File: src/rtl/dma_sched_pkg.sv
// rtl/dma_sched_pkg.sv - shared types and constants for the DMA job scheduler
package dma_sched_pkg;

  // Widths of the job record; they track the scheduler's default parameters.
  localparam int SCHED_NUM_REQ = 4;
  localparam int ID_W          = $clog2(SCHED_NUM_REQ);
  localparam int SCHED_ADDR_W  = 32;
  localparam int SCHED_BYTES_W = 32;

  typedef enum logic [2:0] {
    IDLE,
    LOAD,
    GO,
    WAIT,
    ABORT,
    CMPL
  } sched_state_e;

  typedef struct packed {
    logic [SCHED_ADDR_W-1:0]  src;
    logic [SCHED_ADDR_W-1:0]  dst;
    logic [SCHED_BYTES_W-1:0] bytes;
    logic                     rd_mode;
    logic                     wr_mode;
    logic [ID_W-1:0]          id;
  } sched_job_t;

endpackage

File: src/rtl/dma_rr_arbiter.sv
// rtl/dma_rr_arbiter.sv - round-robin arbiter with one-hot grant and encoded index
module dma_rr_arbiter #(
  parameter int NUM_REQ = 4
) (
  input  logic [NUM_REQ-1:0]         req_i,
  input  logic [$clog2(NUM_REQ)-1:0] ptr_i,
  input  logic                       en_i,
  output logic [NUM_REQ-1:0]         gnt_o,
  output logic [$clog2(NUM_REQ)-1:0] idx_o,
  output logic                       any_o
);

  localparam int IDX_W = $clog2(NUM_REQ);

  logic [NUM_REQ-1:0] rot;
  logic [IDX_W:0]     sum;

  // Rotate requests so the pointer sits at bit 0, take the lowest set bit, then map back.
  always_comb begin
    rot   = NUM_REQ'({req_i, req_i} >> ptr_i);
    sum   = '0;
    any_o = 1'b0;
    gnt_o = '0;
    for (int k = NUM_REQ - 1; k >= 0; k--) begin
      if (en_i && rot[k]) begin
        sum   = {1'b0, ptr_i} + (IDX_W+1)'(k);
        any_o = 1'b1;
      end
    end
    if (sum >= (IDX_W+1)'(NUM_REQ)) begin
      sum = sum - (IDX_W+1)'(NUM_REQ);
    end
    idx_o = sum[IDX_W-1:0];
    if (any_o) begin
      gnt_o = NUM_REQ'(1) << idx_o;
    end
  end

endmodule

File: src/rtl/dma_job_scheduler.sv
// rtl/dma_job_scheduler.sv - shares one DMA engine between requesters, one descriptor job at a time
module dma_job_scheduler #(
  parameter int NUM_REQ     = 4,
  parameter int ADDR_WIDTH  = 32,
  parameter int BYTES_WIDTH = 32,
  parameter int TIMEOUT_CYC = 65535,
  parameter int MAX_BURST   = 16
) (
  input  logic                          clk,
  input  logic                          rst,
  input  logic [NUM_REQ-1:0]            req_valid_i,
  output logic [NUM_REQ-1:0]            req_ready_o,
  input  logic [NUM_REQ*ADDR_WIDTH-1:0] req_src_i,
  input  logic [NUM_REQ*ADDR_WIDTH-1:0] req_dst_i,
  input  logic [NUM_REQ*BYTES_WIDTH-1:0] req_bytes_i,
  input  logic [NUM_REQ-1:0]            req_rd_mode_i,
  input  logic [NUM_REQ-1:0]            req_wr_mode_i,
  output logic                          cmp_valid_o,
  output logic [$clog2(NUM_REQ)-1:0]    cmp_id_o,
  output logic                          cmp_error_o,
  output logic                          dma_go_o,
  output logic                          dma_abort_o,
  output logic [7:0]                    dma_max_burst_o,
  output logic [ADDR_WIDTH-1:0]         desc_src_o,
  output logic [ADDR_WIDTH-1:0]         desc_dst_o,
  output logic [BYTES_WIDTH-1:0]        desc_bytes_o,
  output logic                          desc_rd_mode_o,
  output logic                          desc_wr_mode_o,
  output logic                          desc_en_o,
  input  logic                          dma_done_i,
  input  logic                          dma_error_i,
  output logic                          busy_o,
  output logic                          timeout_o
);

  import dma_sched_pkg::*;

  localparam int IDX_W = $clog2(NUM_REQ);
  localparam int CNT_W = (TIMEOUT_CYC > 0) ? $clog2(TIMEOUT_CYC + 1) : 1;

  sched_state_e     state_q, state_d;
  sched_job_t       job_q, job_d;
  sched_job_t       sel_job;
  logic [IDX_W-1:0] ptr_q, ptr_d;
  logic             err_q, err_d;
  logic [CNT_W-1:0] cnt_q, cnt_d;

  logic [NUM_REQ-1:0] gnt;
  logic [IDX_W-1:0]   gnt_idx;
  logic               gnt_any;
  logic               grant_en;

  // Grants only while idle; held off during reset so ready reads 0 asynchronously.
  assign grant_en = (state_q == IDLE) && !rst;

  dma_rr_arbiter #(
    .NUM_REQ (NUM_REQ)
  ) u_arb (
    .req_i (req_valid_i),
    .ptr_i (ptr_q),
    .en_i  (grant_en),
    .gnt_o (gnt),
    .idx_o (gnt_idx),
    .any_o (gnt_any)
  );

  assign req_ready_o     = gnt;
  assign busy_o          = (state_q != IDLE);
  assign dma_max_burst_o = 8'(MAX_BURST);
  assign desc_src_o      = ADDR_WIDTH'(job_q.src);
  assign desc_dst_o      = ADDR_WIDTH'(job_q.dst);
  assign desc_bytes_o    = BYTES_WIDTH'(job_q.bytes);
  assign desc_rd_mode_o  = job_q.rd_mode;
  assign desc_wr_mode_o  = job_q.wr_mode;

  // Pick out the granted requester's job fields.
  always_comb begin
    sel_job = '0;
    for (int i = 0; i < NUM_REQ; i++) begin
      if (gnt[i]) begin
        sel_job.src     = SCHED_ADDR_W'(req_src_i[i*ADDR_WIDTH +: ADDR_WIDTH]);
        sel_job.dst     = SCHED_ADDR_W'(req_dst_i[i*ADDR_WIDTH +: ADDR_WIDTH]);
        sel_job.bytes   = SCHED_BYTES_W'(req_bytes_i[i*BYTES_WIDTH +: BYTES_WIDTH]);
        sel_job.rd_mode = req_rd_mode_i[i];
        sel_job.wr_mode = req_wr_mode_i[i];
        sel_job.id      = ID_W'(i);
      end
    end
  end

  // Job sequencing: accept, program, go, wait for done/error/timeout, report.
  always_comb begin
    state_d     = state_q;
    job_d       = job_q;
    ptr_d       = ptr_q;
    err_d       = err_q;
    cnt_d       = cnt_q;
    dma_go_o    = 1'b0;
    dma_abort_o = 1'b0;
    desc_en_o   = 1'b0;
    cmp_valid_o = 1'b0;
    cmp_id_o    = '0;
    cmp_error_o = 1'b0;
    timeout_o   = 1'b0;
    case (state_q)
      IDLE: begin
        if (gnt_any) begin
          job_d   = sel_job;
          err_d   = 1'b0;
          ptr_d   = (gnt_idx == IDX_W'(NUM_REQ - 1)) ? '0 : gnt_idx + 1'b1;
          // Nothing to move: report completion without touching the engine.
          state_d = (sel_job.bytes == '0) ? CMPL : LOAD;
        end
      end
      LOAD: begin
        desc_en_o = 1'b1;
        // A done level left over from the previous job must clear before go.
        if (!dma_done_i) begin
          state_d = GO;
        end
      end
      GO: begin
        desc_en_o = 1'b1;
        dma_go_o  = 1'b1;
        cnt_d     = '0;
        state_d   = WAIT;
      end
      WAIT: begin
        desc_en_o = 1'b1;
        if (dma_error_i) begin
          err_d   = 1'b1;
          state_d = CMPL;
        end else if (dma_done_i) begin
          state_d = CMPL;
        end else if ((TIMEOUT_CYC != 0) && (cnt_q == CNT_W'(TIMEOUT_CYC - 1))) begin
          timeout_o = 1'b1;
          state_d   = ABORT;
        end else if (cnt_q != {CNT_W{1'b1}}) begin
          cnt_d = cnt_q + 1'b1;
        end
      end
      ABORT: begin
        desc_en_o   = 1'b1;
        dma_abort_o = 1'b1;
        if (dma_done_i || dma_error_i) begin
          err_d   = 1'b1;
          state_d = CMPL;
        end
      end
      CMPL: begin
        cmp_valid_o = 1'b1;
        cmp_id_o    = IDX_W'(job_q.id);
        cmp_error_o = err_q;
        state_d     = IDLE;
      end
      default: state_d = IDLE;
    endcase
  end

  // State, descriptor, pointer, error flag and timeout counter registers.
  always_ff @(posedge clk or posedge rst) begin
    if (rst) begin
      state_q <= IDLE;
      job_q   <= '0;
      ptr_q   <= '0;
      err_q   <= 1'b0;
      cnt_q   <= '0;
    end else begin
      state_q <= state_d;
      job_q   <= job_d;
      ptr_q   <= ptr_d;
      err_q   <= err_d;
      cnt_q   <= cnt_d;
    end
  end

endmodule

File: config.mk
export PLATFORM = sky130hd
export DESIGN_NAME = dma_job_scheduler
export DESIGN_NICKNAME = d
export VERILOG_FILES = /design/src/rtl/dma_sched_pkg.sv /design/src/rtl/dma_rr_arbiter.sv /design/src/rtl/dma_job_scheduler.sv
export SDC_FILE = /design/constraint.sdc
export NUM_CORES = 1
export LEC_CHECK = 0
export CORE_AREA = 2 2 203 205
export DETAILED_ROUTE_END_ITERATION = 10
export DIE_AREA = 0 0 205 207
export GPL_ROUTABILITY_DRIVEN = 0
export PLACE_DENSITY = 0.59
export SYNTH_ARGS = -nofsm -noshare
export SYNTH_HDL_FRONTEND = slang
export SYNTH_SLANG_ARGS = --single-unit
File: constraint.sdc
create_clock -name clk -period 8.9 [get_ports clk]
set_input_delay 0.89 -clock clk [delete_from_list [all_inputs] [get_ports clk]]
set_output_delay 0.89 -clock clk [all_outputs]
set_load 0.01 [all_outputs]
# Word-level counts from Yosys, hierarchy flattened

Index checks and enable logic that the tools add are counted.

Memories: 0
Memory bits (writable): 0
Memory bits (read-only): 0
Word-level logic and storage cells: 95
Latch bits: 0
Register bits: 122
Bits of input ports: 400

Divide/modulo/power cells: 0
Reductions and logical operators: 17
Multipliers: 0
Bitwise operators: 0
Equal/unequal tests: 17
Add/sub/neg operators: 6
$lt $le $gt $ge: 1
Shift operators: 2
Mux-type cells: 42

Operator list:

| kind                  | count |
|---|---|
| $mux 100              | 4 |
| $mux 16               | 4 |
| $mux 3                | 11 |
| $logic_not 32->1      | 1 |
| $pmux 16 s2           | 1 |
| $add 16x1->16 const B | 1 |
| $eq 16x16->1 const B  | 1 |
| $mux 1                | 16 |
| $ne 16x16->1 const B  | 1 |
| $ne 2x2->1 const B    | 8 |
| $pmux 3 s5            | 1 |
| $reduce_and 4->1      | 2 |
| $shr 8x2->4           | 1 |
| $add 2x2->3 const B   | 2 |
| $eq 3x2->1 const B    | 2 |
| $eq 3x3->1 const B    | 2 |
| $mux 2                | 3 |
| $reduce_bool 3->1     | 2 |
| $logic_and 1x1->1     | 5 |
| $reduce_and 5->1      | 1 |
| $mux 4                | 1 |
| $ne 4x4->1 const B    | 1 |
| $reduce_or 4->1       | 1 |
| $shl 1x2->4 const A   | 1 |
| other kinds (12)      | 12 |

# Longest topological paths before layout

Gate-level depths: netlist of the first run.

Depth in word-level cells: 19
Gate-level depth with buffers: 15
Mapped depth without buffers: 12

# Cells and area by module

From an unflattened synthesis of the first run, not the netlist that was laid out.

Cells, all modules: 1011
Area total of the unflattened synthesis: 8199.1 sq um

By module, submodules not included:

| module            | cells each | area an instance (sq um) | instances |
|---|---|---|---|
| dma_job_scheduler | 986        | 8054.0                   | 1 |
| dma_rr_arbiter    | 25         | 145.1                    | 1 |

# Worst setup path before layout of the first run

OpenSTA, ideal clock, no wires.

Path kind: input to output
Start point: input port rst
End point: output port req_ready_o[3]
Data required time: 8010 ps
Slack: 5180 ps
Path buffers: 5
Arrival: 2830 ps
Cell stages on the path: 11
Cell sequence: nor4_1 -> o211ai_1 -> inv_1 -> ha_1 -> buf_4 -> inv_2 -> buf_2 -> buf_2 -> buf_2 -> buf_2 -> nor2_1

Longest elaborated chain between the ends: 11
Elaborated cells on any way between the ends: 19
Classes of those cells: 1 x add/sub; 1 x order compare; 1 x shift; 10 x mux; 6 x reduce/logical

Ends and longest elaborated chain:

| item                                             | line                                       | text |
|---|---|---|
| start: declaration                               | dma_job_scheduler.sv:10                    | `input logic rst,` |
| $logic_not 1->1 (no source line) *               | -                                          |  |
| $logic_and 1x1->1 *                              | dma_job_scheduler.sv:54                    | `assign grant_en = (state_q == IDLE) && !rst;` |
| $logic_and 1x1->1                                | dma_rr_arbiter.sv:25                       | `if (en_i && rot[k]) begin` |
| $mux 3 (4 in series)                             | dma_rr_arbiter.sv:25                       |  |
| $ge 3x3->1 / $sub 2x1->2 (equally long branches) | dma_rr_arbiter.sv:30, dma_rr_arbiter.sv:31 |  |
| $mux 2                                           | dma_rr_arbiter.sv:30                       | `if (sum >= (IDX_W+1)'(NUM_REQ)) begin` |
| $shl 1x2->4                                      | dma_rr_arbiter.sv:35                       | `gnt_o = NUM_REQ'(1) << idx_o;` |
| $mux 4 *                                         | dma_rr_arbiter.sv:34                       | `if (any_o) begin` |
| end: declaration                                 | dma_job_scheduler.sv:12                    | `output logic [NUM_REQ-1:0] req_ready_o,` |

Every way passes the cells marked *; elsewhere a longest branch is shown, timed or not.

# Worst setup path in the final report of the first run

Start point: input port rst
End point: output port req_ready_o[2]

Same word-level chain as after synthesis.

==> impl_results.md, run 1 <==
- Status: finished clean
- Post-synth EDFFs: 0
- Most Frequent Cell on Critical Path: clkdlybuf4s50_1
- Hold Slack: 469 ps
- Ys flop type: dfrtp_1
- Setup bufs post-CTS: 0
- Crit end category: primary output
- Root Buffer: clkbuf_16
- Worst hold path class: reg -> reg
- Final Skew: 9.06 ps
- Power Dens Cells: 222 nW/um2
- Initial antenna violation count: 4
- Avg WL per Cell: 20.6 um
- Tmin final: 5840 ps
- Largest net degree at the start of global routing: 91
- DR vias/cell: 4.78
- Aggregate global routing overflow: 0
- Clock sinks: 122
- Reg2reg start: state_q[0]
- Cell area after synthesis: 8490 um2
- Yosys top cell by area: dfrtp_1
- Max Fclk: 171 MHz
- Vias in the first global route: 9286
- Syn Area/Cell: 8.37 um2
- CP Class: in -> out
- Drt total wl: 39400 um
- Worst Setup SP: rst
- Final setup vio count: 0
- Die ar.: 42400 um2
- Max-slew headroom: 26.3%
- Max Cap Viol: 0
- Dpl hpwl: 30300 um
- Static Leak: 5.28 nW
- Synth top area cells: dfrtp_1, buf_4, a221oi_1
- CP top delay family: buffers and inverters
- Clock tree buffer depth: 2
- Async SR Flop Fraction: 100%
- CTS H-tree lvls: 4
- Setup TNS: 0 ps
- CTS tree: done
- Post-layout util: 34.1%
- Crit path buffers/inverters: 3
- Router iterations before antenna repair: 5
- Total track usage: 18.0%
- Crit-path slowest cell: ha_2
- Die Ht: 207 um
- Post-synth cell types: 66
- Hold Fails Final Rpt: 0
- First-pass GRT wire length: 57500 um
- Die Span X: 205 um
- Post-route design area: 13800 um2
- Nets@finish: 1777
- Highest ir drop seen on vdd: 0.111 mV
- Actual slew at the worst max-slew pin: 1110 ps
- Io pins: 519
- Mapped Cells: 1015
- Cts repair resizes: 0
- CP peak stage delay: 830 ps
- DRT iter0 DRCs: 584
- Critical path required time: 8010 ps
- Reg clk slew, reported paths: 60 ps
- Register bit total from synthesis: 122
- RSZ-0062 raised after global routing: no
- Cell area after placement: 13200 um2
- Std-Cell Rows: 74
- CTS Hold Bufs: 0
- Share of cells above drive strength 1: 4.99%
- Fin. max-slew vios: 0
- CTS Buf Count: 17
- Placeable Area: 40400 um2
- Initial cell density of the core: 21.0%
- Vias: 9168
- Final worst path period share: 65.7%
- Worst EP arrival: 4950 ps
- Critical Path Fanout Max: 53
- CP Cell Sequence: clkdlybuf4s50_1 -> nor4_1 -> o221a_2 -> ha_2 -> nand2_4 -> inv_4 -> clkdlybuf4s50_1
- Antenna-violating nets left: 0
- Drc violations: 0
- Clock latency on the worst-skew pair: 440 ps
- Warnings from Yosys: 0
- Sequential cell area fraction in the yosys report: 36.0%
- Hold_sp: desc_bytes_o[0]
- Top cell type's share of synthesized area: 36.0%
- Critical path launch point type: input port
- # port buffers: 510
- Area Overhead vs Synth: 62.2%
[stage by stage]
stage          instances  total power, mW  setup slack, ps
6_report            1917             3.06             3060
5_1_grt             1917             3.26             2830
4_1_cts             1916             3.11             3070
3_5_place_dp        1884             2.36             3070
3_3_place_gp        1884             2.34             3140
2_1_floorplan       1021             1.78             4770
[layer usage]
layer  vias up  share of wire (%)  track usage (%)
li1       4328                  -                -
met1      4275                 38             20.6
met2       490                 48             30.5
met3        69                9.7             6.23
met4         6                3.5             7.59
met5         -               0.11                0
[cell usage after synthesis (3+ instances only)]
| master | n |
|---|---|
| a2111oi_0 | 6 |
| a211oi_1 | 6 |
| a21oi_1 | 27 |
| a221o_1 | 7 |
| a221oi_1 | 69 |
| a22oi_1 | 72 |
| a2bb2oi_1 | 17 |
| and2_1 | 7 |
| buf_1 | 4 |
| buf_2 | 37 |
| buf_4 | 110 |
| buf_6 | 9 |
| clkbuf_1 | 29 |
| dfrtp_1 | 122 |
| ha_1 | 6 |
| inv_1 | 13 |
| nand2_1 | 144 |
| nand2b_1 | 4 |
| nand3_1 | 16 |
| nand3b_1 | 13 |
| nand4_1 | 7 |
| nor2_1 | 102 |
| nor2b_1 | 3 |
| nor3_1 | 16 |
| nor4_1 | 8 |
| o211ai_1 | 4 |
| o21a_1 | 4 |
| o21ai_0 | 25 |
| o21ai_1 | 48 |
| o221a_2 | 3 |
| o41ai_1 | 15 |
| or3_1 | 5 |
| xnor2_1 | 12 |
| xor2_1 | 3 |
[layout by cell type (no fill, tap or decap), types with 3 or more instances in the layout]
master             n
a2bb2oi_1         17
clkdlybuf4s50_1  510
a22oi_1           72
a211oi_1           6
nor4_1             8
a2111oi_0          6
o221a_2            3
conb_1             8
clkinv_2           5
bufinv_16          3
ha_1               3
a221o_1            7
nand3_1           16
xnor2_1           12
nor3_1            16
o21ai_1           48
a21oi_1           27
nand3b_1          13
o41ai_1           15
or3_1              5
o21a_1             4
inv_1             12
o21ai_0           25
buf_4             10
o211ai_1           4
nand2_1          144
dfrtp_1          122
nor2_1           102
clkbuf_16         17
xor2_1             3
and2_1             7
nand2b_1           3
a221oi_1          69
nand4_1            7
[area by class of cell]
| class | instances | area (um2) |
|---|---|---|
| fill | 4180 | 26600 |
| timing repair buffer | 520 | 5180 |
| multi-input combinational | 695 | 4200 |
| sequential | 122 | 3050 |
| tap | 532 | 666 |
| clock buffer | 20 | 457 |
| clock inverter | 12 | 148 |
| inverter | 15 | 63.8 |
| antenna | 1 | 2.50 |
[report_power, final]
part / internal (mW) / total (mW) / switching (mW)
registers: 0.759 / 0.900 / 0.141
clock network: 0.453 / 0.728 / 0.275
logic: 0.721 / 1.43 / 0.713
[worst register-to-register path: stages, from the launching register on]
cell	delay, ps
dfrtp_1	510
nor4_1	710
o211ai_1	310
inv_1	220
ha_4	890
inv_2	70
buf_4	310
a2bb2oi_1	340
or4_1	580
nor4_1	380
nand4_1	240
o31ai_2	230
[final timing paths]
check                                        to  slack (ps)  cells after the start
max in group asynchronous        desc_src_o[16]        6500                      3
worst max register to register       state_q[2]        4020                     11
min in group asynchronous            state_q[1]         920                      2
worst min register to register  desc_bytes_o[0]         470                      2
worst min-delay path            desc_bytes_o[0]         470                      2
worst max-delay path             req_ready_o[2]        3060                      7
[logic make-up (layout without fill, tap and decap cells)]
logic type,after synthesis,count (layout),synth area share [%]
AND/OR/NAND/NOR,344,344,18.6
AO/OA/AOI/OAI,321,321,27.6
buffers and inverters,204,567,15.3
flip-flops,122,122,36.0
XOR/XNOR,15,15,1.55
adder cells (fa/ha/maj),6,6,0.884
other,2,9,0.0885
multiplexers,1,1,0.133
[registers in the layout, indices dropped and copies added, names as in the netlist]
register	flops
desc_bytes_o	32
desc_dst_o	32
desc_src_o	32
cnt_q	16
state_q	3
job_q	2
ptr_q	2
desc_rd_mode_o	1
desc_wr_mode_o	1
err_q	1
Note: power is estimated with default switching activity, not from simulation.
==> run 2: changes to the inputs <==
--- a/config.mk
+++ b/config.mk
@@ -5,11 +5,11 @@
 export SDC_FILE = /design/constraint.sdc
 export NUM_CORES = 1
 export LEC_CHECK = 0
-export CORE_AREA = 2 2 203 205
+export CORE_AREA = 2 2 201 203
 export DETAILED_ROUTE_END_ITERATION = 10
-export DIE_AREA = 0 0 205 207
+export DIE_AREA = 0 0 203 205
 export GPL_ROUTABILITY_DRIVEN = 0
-export PLACE_DENSITY = 0.59
+export PLACE_DENSITY = 0.61
 export SYNTH_ARGS = -nofsm -noshare
 export SYNTH_HDL_FRONTEND = slang
 export SYNTH_SLANG_ARGS = --single-unit
==> constraint.sdc (replaced) <==
create_clock -name clk -period 4.8 [get_ports clk]
set_input_delay 0.48 -clock clk [delete_from_list [all_inputs] [get_ports clk]]
set_output_delay 0.48 -clock clk [all_outputs]
set_load 0.01 [all_outputs]
==> run 2 against run 1 <==
  * Global-route usage rose by 0.84 points
  * Largest power group unchanged
  * Die area fell by 1.9%
  * Highest routed layer unchanged
  * Utilization rose by 1.1 points
==> impl_results.md, run 2 (same netlist as run 1, synthesis figures left out) <==
- CP Class: in -> out
- Root Buffer: clkbuf_16
- CP endpoint: req_ready_o[3]
- Switch Pwr: 2.15 mW
- Area Overhead vs Synth: 63.4%
- Final setup vio count: 0
- Hold_sp: desc_bytes_o[18]
- Crit-path slowest cell: clkdlybuf4s50_1
- Pwr Total: 5.77 mW
- Critical path required time: 4320 ps
- First-pass GRT wire length: 58500 um
- Max-slew headroom: 43.7%
- Levels on crit path: 10
- Reg-to-reg critical path endpoint: state_q[2]
- Clock sinks: 122
- CTS Hold Bufs: 0
- Power Dens Cells: 416 nW/um2
- Largest net degree at the start of global routing: 84
- Antenna-violating nets left: 0
- RSZ-0062 raised after global routing: no
- Filler instances: 4038
- DR vias/cell: 4.82
- Nets@finish: 1787
- Max Cap Viol: 0
- Reg clk slew, reported paths: 60 ps
- Setup TNS: 0 ps
- Initial cell density of the core: 21.6%
- Aggregate global routing overflow: 0
- # port buffers: 510
- Die ar.: 41600 um2
- Clock tree buffer depth: 2
- Placeable Area: 39400 um2
- Reg2reg start: state_q[0]
- Fin. max-slew vios: 0
- Critical Path Fanout Max: 34
- Sequential power share: 29.1%
- Drt total wl: 40900 um
- Worst EP arrival: 3670 ps
- Switching portion of total power: 37.2%
- Static Leak: 5.33 nW
- Tmin final: 4150 ps
- Dpl hpwl: 31600 um
- Avg WL per Cell: 21.3 um
- FF-to-FF setup slack: 950 ps
- Pint: 3.63 mW
- Setup bufs post-CTS: 0
- DRT iter0 DRCs: 511
- Vias in the first global route: 9252
- CTS H-tree lvls: 4
- Worst hold path class: reg -> reg
- Final Skew: 13.2 ps
- Vias: 9256
- Die Span X: 203 um
- Initial antenna violation count: 3
- CP top delay family: buffers and inverters
- Combinational Power Share: 46.8%
- Die Ht: 205 um
- CP peak stage delay: 550 ps
- Drc violations: 0
- Io pins: 519
- Final worst path period share: 86.4%
- Max Fclk: 241 MHz
- Total track usage: 18.9%
- Status: finished clean
- Crit path buffers/inverters: 6
- Clock power frac: 24.1%
- Hold Fails Final Rpt: 0
- Router iterations before antenna repair: 5
- Actual slew at the worst max-slew pin: 842 ps
- Crit end category: primary output
- Highest ir drop seen on vdd: 0.207 mV
- CTS tree: done
- CTS Buf Count: 17
- Commonest non-fill, non-tap cell in the layout: clkdlybuf4s50_1
- Worst Setup SP: rst
- Std-Cell Rows: 73
- Critical path launch point type: input port
- Clock latency on the worst-skew pair: 430 ps
- Most frequent cells in the layout: clkdlybuf4s50_1, nand2_1, dfrtp_1, nor2_1, a22oi_1
- Cts repair resizes: 0
- R2r worst-path depth: 11
- CP Cell Sequence: clkdlybuf4s50_1 -> nor4_1 -> buf_4 -> o211ai_1 -> inv_1 -> ha_4 -> inv_2 -> buf_4 -> nor2_1 -> clkdlybuf4s50_1
- Share of cells above drive strength 1: 5.60%
==> run 2: worst min-delay path by stage <==
stage	depth (start not counted)	end
after floorplan	2	desc_bytes_o[0]
after CTS	2	desc_bytes_o[18]
after detailed placement	2	desc_bytes_o[25]
after global placement	2	desc_bytes_o[25]
final	2	desc_bytes_o[18]
after global routing	2	desc_bytes_o[25]
==> run 2: stage by stage <==
step,hold slack (ps),std cells,cell area (um2),setup WS (ps),utilization [%]
detailed placement,461,1887,13300,389,33.7
CTS,482,1919,13900,573,35.2
floorplan,440,1021,8510,1080,-
global route,497,1919,13900,443,35.2
finish,477,1920,13900,652,35.2
global placement,452,1887,13300,417,33.7
==> run 2: layer usage <==
| layer | global-route usage [%] | share of wire [%] | up-vias |
|---|---|---|---|
| met1 | 21.7 | 39 | 4385 |
| li1 | - | - | 4341 |
| met3 | 6.32 | 8.7 | 53 |
| met4 | 5.94 | 2.3 | 6 |
| met2 | 33.0 | 50 | 471 |
| met5 | 0 | 0.10 | - |
==> run 2: final cells by class <==
| type | instances | area [um2] | area share, % |
|---|---|---|---|
| flip-flops and latches | 122 | 3050 | 22.0 |
| multi-input cells | 695 | 4200 | 30.3 |
| diodes | 1 | 2.50 | 0.0180 |
| well taps | 525 | 657 | 4.73 |
| repair buffers | 530 | 5280 | 38.1 |
| inverters | 15 | 63.8 | 0.460 |
| clock inverters | 10 | 141 | 1.02 |
| clock buffers | 22 | 474 | 3.42 |
==> run 2: power by group through the flow <==
stage | clock, mW | combinational (mW) | sequential, mW
6_report | 1.39 | 2.70 | 1.68
3_5_place_dp | 0 | 2.74 | 1.69
3_3_place_gp | 0 | 2.71 | 1.68
5_1_grt | 1.47 | 2.92 | 1.73
4_1_cts | 1.43 | 2.74 | 1.68
2_1_floorplan | 0 | 1.72 | 1.58
==> run 2: worst min-delay path, delay by kind of cell, from the launching register on <==
family	cells	cell delay [ps]
AND/OR/NAND/NOR	2	100
flip-flops	1	350
==> run 3: changes to the inputs <==
--- a/config.mk
+++ b/config.mk
@@ -5,11 +5,13 @@
 export SDC_FILE = /design/constraint.sdc
 export NUM_CORES = 1
 export LEC_CHECK = 0
-export CORE_AREA = 2 2 201 203
+export CAP_MARGIN = 20
+export CORE_AREA = 2 2 202 204
 export DETAILED_ROUTE_END_ITERATION = 10
-export DIE_AREA = 0 0 203 205
+export DIE_AREA = 0 0 204 206
+export DONT_BUFFER_PORTS = 1
 export GPL_ROUTABILITY_DRIVEN = 0
-export PLACE_DENSITY = 0.61
+export PLACE_DENSITY = 0.43
 export SYNTH_ARGS = -nofsm -noshare
 export SYNTH_HDL_FRONTEND = slang
 export SYNTH_SLANG_ARGS = --single-unit
==> run 3 against run 2 <==
  * Register-to-register slack worse by 470 ps
  * Sequential power up 15%
  * Power down 19%
  * Setup slack worse by 180 ps
  * Maximum frequency down 4.1%
  * Via count down 20%
  * Cell count down 26%
  * Critical path type is now reg -> reg
  * Largest power group is now registers
==> impl_results.md, run 3 (same netlist as run 1, synthesis figures left out) <==
- Max Cap Viol: 0
- Post-route design area: 8790 um2
- Avg WL per Cell: 25.0 um
- CP Cell Sequence: nor4_1 -> o221a_2 -> ha_2 -> inv_1 -> nand3_1 -> a2bb2oi_1 -> or4_1 -> or3_1 -> o31ai_2
- Cell count after placement: 1385
- First-pass GRT wire length: 48400 um
- Clock tree buffer depth: 2
- Io pins: 519
- Pwr Total: 4.67 mW
- Die ar.: 42000 um2
- Worst hold path class: in -> reg
- Router iterations before antenna repair: 5
- Die Span X: 204 um
- Max-slew headroom: 36.8%
- Largest net degree at the start of global routing: 95
- RSZ-0062 raised after global routing: no
- Worst EP arrival: 4640 ps
- Hold Fails Final Rpt: 0
- Status: finished clean
- Most frequent cells in the layout: nand2_1, dfrtp_1, nor2_1, a22oi_1, a221oi_1
- Cell area after placement: 8150 um2
- Tmin final: 4320 ps
- Total track usage: 16.1%
- Root Buffer: clkbuf_16
- Static Leak: 3.38 nW
- Final std cells w/o fill: 1429
- Drc violations: 0
- CTS Buf Count: 17
- Critical path required time: 5120 ps
- Clock latency on the worst-skew pair: 430 ps
- Reg clk slew, reported paths: 70 ps
- CTS tree: done
- Critical path launch point type: flip-flop
- R2r worst-path depth: 9
- Initial cell density of the core: 21.1%
- Drt total wl: 35700 um
- Crit-path slowest cell: nor4_1
- Aggregate global routing overflow: 0
- DR vias/cell: 5.16
- Placeable Area: 40200 um2
- Die Ht: 206 um
- Final setup vio count: 0
- Vias: 7375
- Initial antenna violation count: 10
- # port buffers: 0
- Highest ir drop seen on vdd: 0.211 mV
- CP Class: reg -> reg
- Critical Path Fanout Max: 34
- Actual slew at the worst max-slew pin: 945 ps
- Commonest non-fill, non-tap cell in the layout: nand2_1
- Setup TNS: 0 ps
- Clock sinks: 122
- Final Skew: 14.6 ps
- Worst hold path stage count: 2
- Cts repair resizes: 0
- Antenna-violating nets left: 0
- Vias in the first global route: 7046
- Share of cells above drive strength 1: 9.13%
- Dpl hpwl: 27900 um
- Max Fclk: 231 MHz
- Final worst path period share: 90.1%
- CTS H-tree lvls: 4
- Power Dens Cells: 531 nW/um2
- Filler instances: 4508
- DRT iter0 DRCs: 534
- Std-Cell Rows: 74
- CP peak stage delay: 690 ps
- Area Overhead vs Synth: 3.57%
- Crit end category: flip-flop
- Nets@finish: 1280
- Fin. max-slew vios: 0
[run 3: changes by cell type in the layout (fill, tap and decap cells not counted), moves of 2 or more]
cell,delta
buf_4,+2
clkinvlp_4,-2
clkdlybuf4s50_1,-510
inv_6,+4
diode_2,+9
clkbuf_8,-3
clkinv_4,+3
[run 3: area by class of cell]
cell class	instances	area [um2]	share of cell area, %
Clock inverter	14	164	1.86
Antenna cell	10	25.0	0.285
Sequential cell	122	3050	34.7
Inverter	15	63.8	0.726
Timing Repair Buffer	23	191	2.18
Multi-Input combinational cell	695	4200	47.8
Tap cell	532	666	7.57
Clock buffer	18	429	4.88
[run 3: report_power, final]
group / switching, mW / internal, mW
clock network: 0.540 / 0.777
logic: 0.911 / 0.495
registers: 0.536 / 1.41
[run 3: final timing paths]
path	startpoint	end	slack [ps]
worst max-delay path	state_q[0]	state_q[2]	480
worst min-delay path	req_bytes_i[13]	desc_bytes_o[13]	190
worst max register to register	state_q[0]	state_q[2]	480
worst min register to register	job_q[1]	job_q[1]	530
max in group asynchronous	rst	desc_src_o[21]	3210
min in group asynchronous	rst	err_q	570
[run 3: critical path: cells and delay by family (launching register included)]
kind | cells | cell delay, ps
buffers and inverters | 1 | 480
AO/OA/AOI/OAI | 3 | 760
adder cells (fa/ha/maj) | 1 | 630
AND/OR/NAND/NOR | 4 | 1840
flip-flops | 1 | 490
[run 3: routing by layer]
metal	GRT usage (%)	routed length, um	up-vias
met5	0	0	-
met2	25.9	16700	471
met3	4.68	3030	71
met1	18.9	13900	3494
met4	10.1	2120	0
li1	-	-	3339
[run 3: what timing repair did]
| item | in CTS | in global routing |
|---|---|---|
| hold buffers | 1 | 0 |
| hold endpoints to repair | 42 | 0 |
| buffers inserted | 0 | 0 |
[run 3: metrics by stage]
step | setup slack (ps) | hold slack, ps | util [%]
global placement | 505 | 407 | 20.3
CTS | 421 | 153 | 21.8
global route | 169 | 161 | 21.9
detailed placement | 441 | 405 | 20.3
finish | 476 | 190 | 21.9
floorplan | 1080 | 440 | -
